### config.mk
export PLATFORM = sky130hd
export DESIGN_NAME = hazard_tnew_ctrl
export DESIGN_NICKNAME = d
export VERILOG_FILES = /design/src/rtl/hazard_tnew_ctrl.sv
export SDC_FILE = /design/constraint.sdc
export NUM_CORES = 1
export LEC_CHECK = 0
export ABC_AREA = 0
export BUFFER_PORTS_ARGS = -buffer_cell sky130_fd_sc_hd__buf_2
export CAP_MARGIN = 0
export CELL_PAD_IN_SITES_DETAIL_PLACEMENT = 0
export CELL_PAD_IN_SITES_GLOBAL_PLACEMENT = 2
export CORE_MARGIN = 2
export CORE_UTILIZATION = 29
export CTS_CLUSTER_SIZE = 16
export DETAILED_ROUTE_END_ITERATION = 12
export PLACE_DENSITY_LB_ADDON = 0.1
export RECOVER_POWER = 50
export REMOVE_ABC_BUFFERS = 1
export SYNTH_ARGS = -nofsm -noshare
export SYNTH_HDL_FRONTEND = slang
export SYNTH_SLANG_ARGS = --single-unit
### constraint.sdc
create_clock -name clk -period 3.2 [get_ports clk]
set_input_delay 0.16 -clock clk [delete_from_list [all_inputs] [get_ports clk]]
set_output_delay 0.16 -clock clk [all_outputs]
set_load 0.05 [all_outputs]
### src/rtl/hazard_tnew_ctrl.sv
// Decode-stage Tnew/Tuse hazard controller: tracks E/M/W write records, derives
// stall, pipeline enables, D-stage forwarding selects and a saturating stall counter.
package hazard_tnew_pkg;
  localparam int NUM_OPND = 2;

  typedef enum logic [1:0] {
    RES_NW  = 2'b00,
    RES_ALU = 2'b01,
    RES_DM  = 2'b10,
    RES_PC  = 2'b11
  } res_cls_e;

  typedef struct packed {
    logic       valid;
    logic [4:0] wa;
    logic [1:0] tnew;
  } stg_rec_t;

  localparam logic [1:0] FWD_RF = 2'b00;
  localparam logic [1:0] FWD_E  = 2'b01;
  localparam logic [1:0] FWD_M  = 2'b10;
  localparam logic [1:0] FWD_W  = 2'b11;
  localparam logic [1:0] TUSE_NONE = 2'b11;
endpackage

// Per-operand check: nearest-match search E > M > W, stall and forwarding select.
module hazard_opnd_chk
  import hazard_tnew_pkg::*;
(
  input  logic       d_valid,
  input  logic [4:0] src,
  input  logic [1:0] tuse,
  input  stg_rec_t   e_rec,
  input  stg_rec_t   m_rec,
  input  stg_rec_t   w_rec,
  output logic       stall,
  output logic [1:0] fwd
);
  logic       chk, hit;
  logic [1:0] hit_tnew, hit_code;

  assign chk = d_valid && (tuse != TUSE_NONE) && (src != 5'd0);

  always_comb begin
    hit      = 1'b0;
    hit_tnew = 2'd0;
    hit_code = FWD_RF;
    if (e_rec.valid && e_rec.wa == src) begin
      hit = 1'b1; hit_tnew = e_rec.tnew; hit_code = FWD_E;
    end else if (m_rec.valid && m_rec.wa == src) begin
      hit = 1'b1; hit_tnew = m_rec.tnew; hit_code = FWD_M;
    end else if (w_rec.valid && w_rec.wa == src) begin
      hit = 1'b1; hit_tnew = w_rec.tnew; hit_code = FWD_W;
    end
  end

  assign stall = chk && hit && (hit_tnew > tuse);
  // Not-yet-ready producers read the regfile here; the E-stage forwarder fixes them up later.
  assign fwd   = (chk && hit && hit_tnew == 2'd0) ? hit_code : FWD_RF;
endmodule

module hazard_tnew_ctrl
  import hazard_tnew_pkg::*;
#(
  parameter int CNT_W = 16
) (
  input  logic             clk,
  input  logic             reset,
  input  logic             d_valid,
  input  logic [1:0]       d_res,
  input  logic [4:0]       d_wa,
  input  logic [4:0]       d_rs,
  input  logic [4:0]       d_rt,
  input  logic [1:0]       d_tuse_rs,
  input  logic [1:0]       d_tuse_rt,
  output logic             stall,
  output logic             pc_en,
  output logic             fd_en,
  output logic             de_clr,
  output logic [1:0]       fwd_rs_d,
  output logic [1:0]       fwd_rt_d,
  output logic [CNT_W-1:0] stall_cnt
);
  stg_rec_t e_q, m_q, w_q, d_rec;

  logic [NUM_OPND-1:0][4:0] opnd_src;
  logic [NUM_OPND-1:0][1:0] opnd_tuse;
  logic [NUM_OPND-1:0][1:0] opnd_fwd;
  logic [NUM_OPND-1:0]      opnd_stall;

  function automatic stg_rec_t age(input stg_rec_t r);
    stg_rec_t o;
    o      = r;
    o.tnew = (r.tnew == 2'd0) ? 2'd0 : r.tnew - 2'd1;
    return o;
  endfunction

  always_comb begin
    d_rec.valid = d_valid && (d_res != RES_NW) && (d_wa != 5'd0);
    d_rec.wa    = d_wa;
    unique case (res_cls_e'(d_res))
      RES_ALU: d_rec.tnew = 2'd1;
      RES_DM:  d_rec.tnew = 2'd2;
      default: d_rec.tnew = 2'd0;
    endcase
  end

  assign opnd_src  = {d_rt, d_rs};
  assign opnd_tuse = {d_tuse_rt, d_tuse_rs};

  for (genvar i = 0; i < NUM_OPND; i++) begin : g_opnd
    hazard_opnd_chk u_chk (
      .d_valid (d_valid),
      .src     (opnd_src[i]),
      .tuse    (opnd_tuse[i]),
      .e_rec   (e_q),
      .m_rec   (m_q),
      .w_rec   (w_q),
      .stall   (opnd_stall[i]),
      .fwd     (opnd_fwd[i])
    );
  end

  assign stall    = |opnd_stall;
  assign pc_en    = ~stall;
  assign fd_en    = ~stall;
  assign de_clr   = stall;
  assign fwd_rs_d = opnd_fwd[0];
  assign fwd_rt_d = opnd_fwd[1];

  always_ff @(posedge clk) begin
    if (reset) begin
      e_q       <= '0;
      m_q       <= '0;
      w_q       <= '0;
      stall_cnt <= '0;
    end else begin
      e_q <= stall ? stg_rec_t'('0) : d_rec;
      m_q <= age(e_q);
      w_q <= age(m_q);
      if (stall && stall_cnt != {CNT_W{1'b1}})
        stall_cnt <= stall_cnt + 1'b1;
    end
  end
endmodule

==> parameters.txt <==
Parameter                              Value

Status
  Status ... complete, but fails checks
  Failing checks ... negative setup slack

Timing
  Crit share post-route ... 105%
  Post-layout minimum cycle time ... 3.35 ns
  Final-report setup violation count ... 18
  Final-report hold violation count ... 0
  Max Freq ... slightly below 300 MHz
  Unrepaired setup endpoints after global routing ... yes
  Setup Skew ... between 0.006 and 0.007 ns
  Actual transition at the worst max-transition pin ... 0.816 ns
  Setup TNS ... -1.71 ns
  Worst slew margin ... 45.6%
  Final worst setup slack ... -0.154 ns
  Tightest hold margin ... 0.0653 ns
  Number of max-slew violations in the final report ... 0

Detailed routing
  Detailed-route DRC error count ... 0
  Metal3 WL ... 260 µm
  Number of nets with antenna violations after detailed routing ... 0
  Routed vias ... a little over 2000
  Routed Wire Length ... 6380 µm
  DR WL met2 ... 2850 µm
  Routed metal-1 wirelength ... around 3200 µm
  First-pass iteration count of the detailed router ... 6
  DR top layer ... met4
  DR vias/cell ... 4.63
  Initial drt markers ... 71
  Avg WL per Cell ... ~14 µm

Hold path
  Worst hold path type ... input port to register

Logic synthesis
  Count of flip-flops with a built-in enable after synthesis ... 0
  Register bit count reported by yosys ... 40
  Basic-gate share of the synthesized area counting and, or, nand and nor cells ... 26.7%
  Count of mapped cells out of synthesis ... 251
  Largest family of logic cells by synthesized area ... simple AND/OR/NAND/NOR gates
  Yosys Warn Count ... 0
  Most common cell in the synthesized netlist ... sky130_fd_sc_hd__dfxtp_1
  Ys flop type ... sky130_fd_sc_hd__dfxtp_1
  Share of the synthesized area in the top cell type ... a little over a third
  Average instance area after synthesis ... 9.06 µm²
  Post-synthesis xor/xnor area fraction ... ~14%
  Share of the synthesized area in compound gates (AO/OA/AOI/OAI) ... 12.1%
  Proportion of synthesized chip area in sequential cells ... 35.2%
  Most area-consuming cells after synthesis ... sky130_fd_sc_hd__dfxtp_1 35%, sky130_fd_sc_hd__xor2_1 9.2%, sky130_fd_sc_hd__xnor2_1 5.0%
  Fraction of registers with async set or reset after synthesis ... 0%
  Multiplexer fraction of the synthesized cell area ... 2.92%
  Fraction of the mapped netlist area in adder cells ... 3.85%
  Post-synth design cell area ... 2270 µm²
  Yosys top cell by area ... sky130_fd_sc_hd__dfxtp_1
  Synth cell types ... 46
  Ranking of synthesized cells by instance count ... 40 x sky130_fd_sc_hd__dfxtp_1, 24 x sky130_fd_sc_hd__xor2_1, 21 x sky130_fd_sc_hd__nor2_1

Critical path
  Startpoint of the lowest-slack register-to-register path ... m_q[4]
  Crit path to ... stall_cnt[9]
  Worst setup path startpoint ... m_q[4]
  Required @ worst endpoint ... 3.39 ns
  Startpoint class of the critical path ... register
  Critical path data arrival time ... roughly 3.6 ns
  FF-to-FF path depth ... 12
  CP Max Fanout ... 5
  Worst setup EP type ... register
  Worst reg2reg path endpoint ... stall_cnt[9]
  Type of the worst setup path ... register to register
  Register-to-register setup slack ... -0.15 ns

Clock tree
  Clock input transition at the sequential cells of the worst setup and hold paths ... 0.09 ns
  CTS H-tree depth ... 2
  Number of clock sinks seen by CTS ... 40
  Hold buffer count at CTS ... 0
  Later-pin clock latency in the skew report ... 0.30 ns
  Number of buffers added by the clock tree synthesis step ... 5
  Clock tree root buffer cell ... sky130_fd_sc_hd__clkbuf_8
  Maximum clock path buffer count ... 2
  TritonCTS clock tree ... done

Floorplan
  Starting density of the core ... 29.7%
  Standard cell core area ... 7650 µm²
  Row count ... 32
  Top Ports ... 48
  Horiz. Die Dim ... 92.6 µm
  Die footprint ... 8570 µm²
  Die boundary height ... 92.6 µm

Layout
  Layout cells sized above 1 ... about 44%
  Post-route core utilization ... 43.9%
  Non-filler instance count after layout ... 444
  Count of antenna diodes in the layout ... 0
  Finished Cell Area ... around 3400 µm²
  Growth of design area from synthesis to finish ... 47.5%
  Count of filler cells inserted in the layout ... between 700 and 800
  Net count reported at finish ... 372

Global routing
  Total Routing Usage GR ... 15.3%
  Vias in the first global route ... 1995
  Antenna violations before repair ... 0
  First-pass GRT wire length ... 10200 µm
  Total gr overflow ... 0
  Maximum number of pins on one net before global-route repair ... 41

Placed design
  Total cell area at the placement stage ... 2830 µm²
  Worst setup timing slack at the placement stage ... -0.256 ns
  Port Buf Inserts ... 47
  Total placed cells including tap cells ... between 400 and 500
  Final estimated routing congestion in global placement ... between 0.8 and 0.9
  HPWL after detailed placement ... 4630 µm

Pwr
  Total power divided by cell area ... 300 nW/µm²
  Static Leakage ... about 1.3 nW
  Maximum ir drop on the vdd rail ... 0.151 mV
  Final Total Pwr ... 1.01 mW

Flow run
  Number of maximum-capacitance constraint violations ... 0
## flip-flops by register name, summed over array words and instances, names as in the netlist
signal,count
stall_cnt,16
e_q,8
m_q,8
w_q,8
## cell usage in the layout (no fill, tap or decap), types with 4 or more instances in the layout
cell / count
sky130_fd_sc_hd__dfxtp_1: 38
sky130_fd_sc_hd__buf_2: 38
sky130_fd_sc_hd__buf_4: 33
sky130_fd_sc_hd__xor2_1: 22
sky130_fd_sc_hd__nor2_1: 19
sky130_fd_sc_hd__nor2b_1: 17
sky130_fd_sc_hd__inv_1: 11
sky130_fd_sc_hd__buf_6: 11
sky130_fd_sc_hd__xnor2_1: 10
sky130_fd_sc_hd__nand2_1: 8
sky130_fd_sc_hd__nand3_1: 8
sky130_fd_sc_hd__nor3_1: 8
sky130_fd_sc_hd__and2_1: 6
sky130_fd_sc_hd__and3_1: 5
sky130_fd_sc_hd__a21oi_1: 5
sky130_fd_sc_hd__clkbuf_8: 5
sky130_fd_sc_hd__clkbuf_1: 5
sky130_fd_sc_hd__nand4_1: 4
sky130_fd_sc_hd__nor4_2: 4
sky130_fd_sc_hd__and3_2: 4
sky130_fd_sc_hd__a21oi_2: 4
sky130_fd_sc_hd__ha_1: 4
sky130_fd_sc_hd__buf_8: 4
## worst max-delay path: stages (launching register included)
cell and delay, ns:
sky130_fd_sc_hd__dfxtp_2 0.33, sky130_fd_sc_hd__buf_6 0.11, sky130_fd_sc_hd__xor2_2 0.14, sky130_fd_sc_hd__nor4_2 0.29, sky130_fd_sc_hd__nand3_2 0.16, sky130_fd_sc_hd__and2b_2 0.24, sky130_fd_sc_hd__a211oi_2 0.22, sky130_fd_sc_hd__or2_4 0.17
sky130_fd_sc_hd__ha_4 0.18, sky130_fd_sc_hd__a211o_1 0.33, sky130_fd_sc_hd__a311o_2 0.47, sky130_fd_sc_hd__a211oi_2 0.28, sky130_fd_sc_hd__mux2_4 0.32
## metal layers
| metal | vias to the layer above | track usage [%] |
|---|---|---|
| met4 | 0 | 4.10 |
| met2 | 41 | 22.5 |
| met5 | - | 0 |
| met1 | 958 | 22.4 |
| li1 | 1051 | - |
| met3 | 7 | 3.25 |
## cells by family (layout without fill, tap and decap cells)
family | after synthesis | count (layout)
flip-flops | 40 | 40
adder cells (fa/ha/maj) | 7 | 7
multiplexers | 6 | 6
AO/OA/AOI/OAI | 34 | 35
AND/OR/NAND/NOR | 106 | 106
buffers and inverters | 21 | 111
XOR/XNOR | 37 | 37
## cell type report
| type | instances | area (µm²) | share of cell area [%] |
|---|---|---|---|
| repair buffers | 91 | 641 | 19.1 |
| inverters | 12 | 47.5 | 1.42 |
| flip-flops and latches | 40 | 803 | 23.9 |
| multi-input cells | 191 | 1640 | 49.0 |
| well taps | 102 | 128 | 3.80 |
| clock buffers | 5 | 68.8 | 2.05 |
| clock inverters | 3 | 23.8 | 0.708 |
## how the worst min path moves through the flow
stage / cells past startpoint / startpoint / slack, ns / to
2_1_floorplan: 1 / reset / 0.23 / stall_cnt[10]
3_3_place_gp: 2 / d_res[1] / 0.36 / e_q[0]
3_5_place_dp: 2 / d_res[0] / 0.36 / e_q[1]
4_1_cts: 2 / d_res[0] / 0.05 / e_q[1]
5_1_grt: 2 / d_res[0] / 0.06 / e_q[1]
6_report: 2 / d_res[0] / 0.07 / e_q[1]
## power breakdown
part           switching, mW  total (mW)  internal [mW]
Sequential            0.0111       0.521          0.510
Clock                  0.197       0.352          0.155
Combinational         0.0695       0.133         0.0638
Total                  0.278        1.01          0.729
## what timing repair did
item / in CTS / in global routing
gates resized for setup: 50 / 29
setup endpoints to repair: 27 / 28
cloned: 1 / 0
buffers inserted: 9 / 5
pin swaps: 12 / 34
Power figures use the tool's default switching activity.
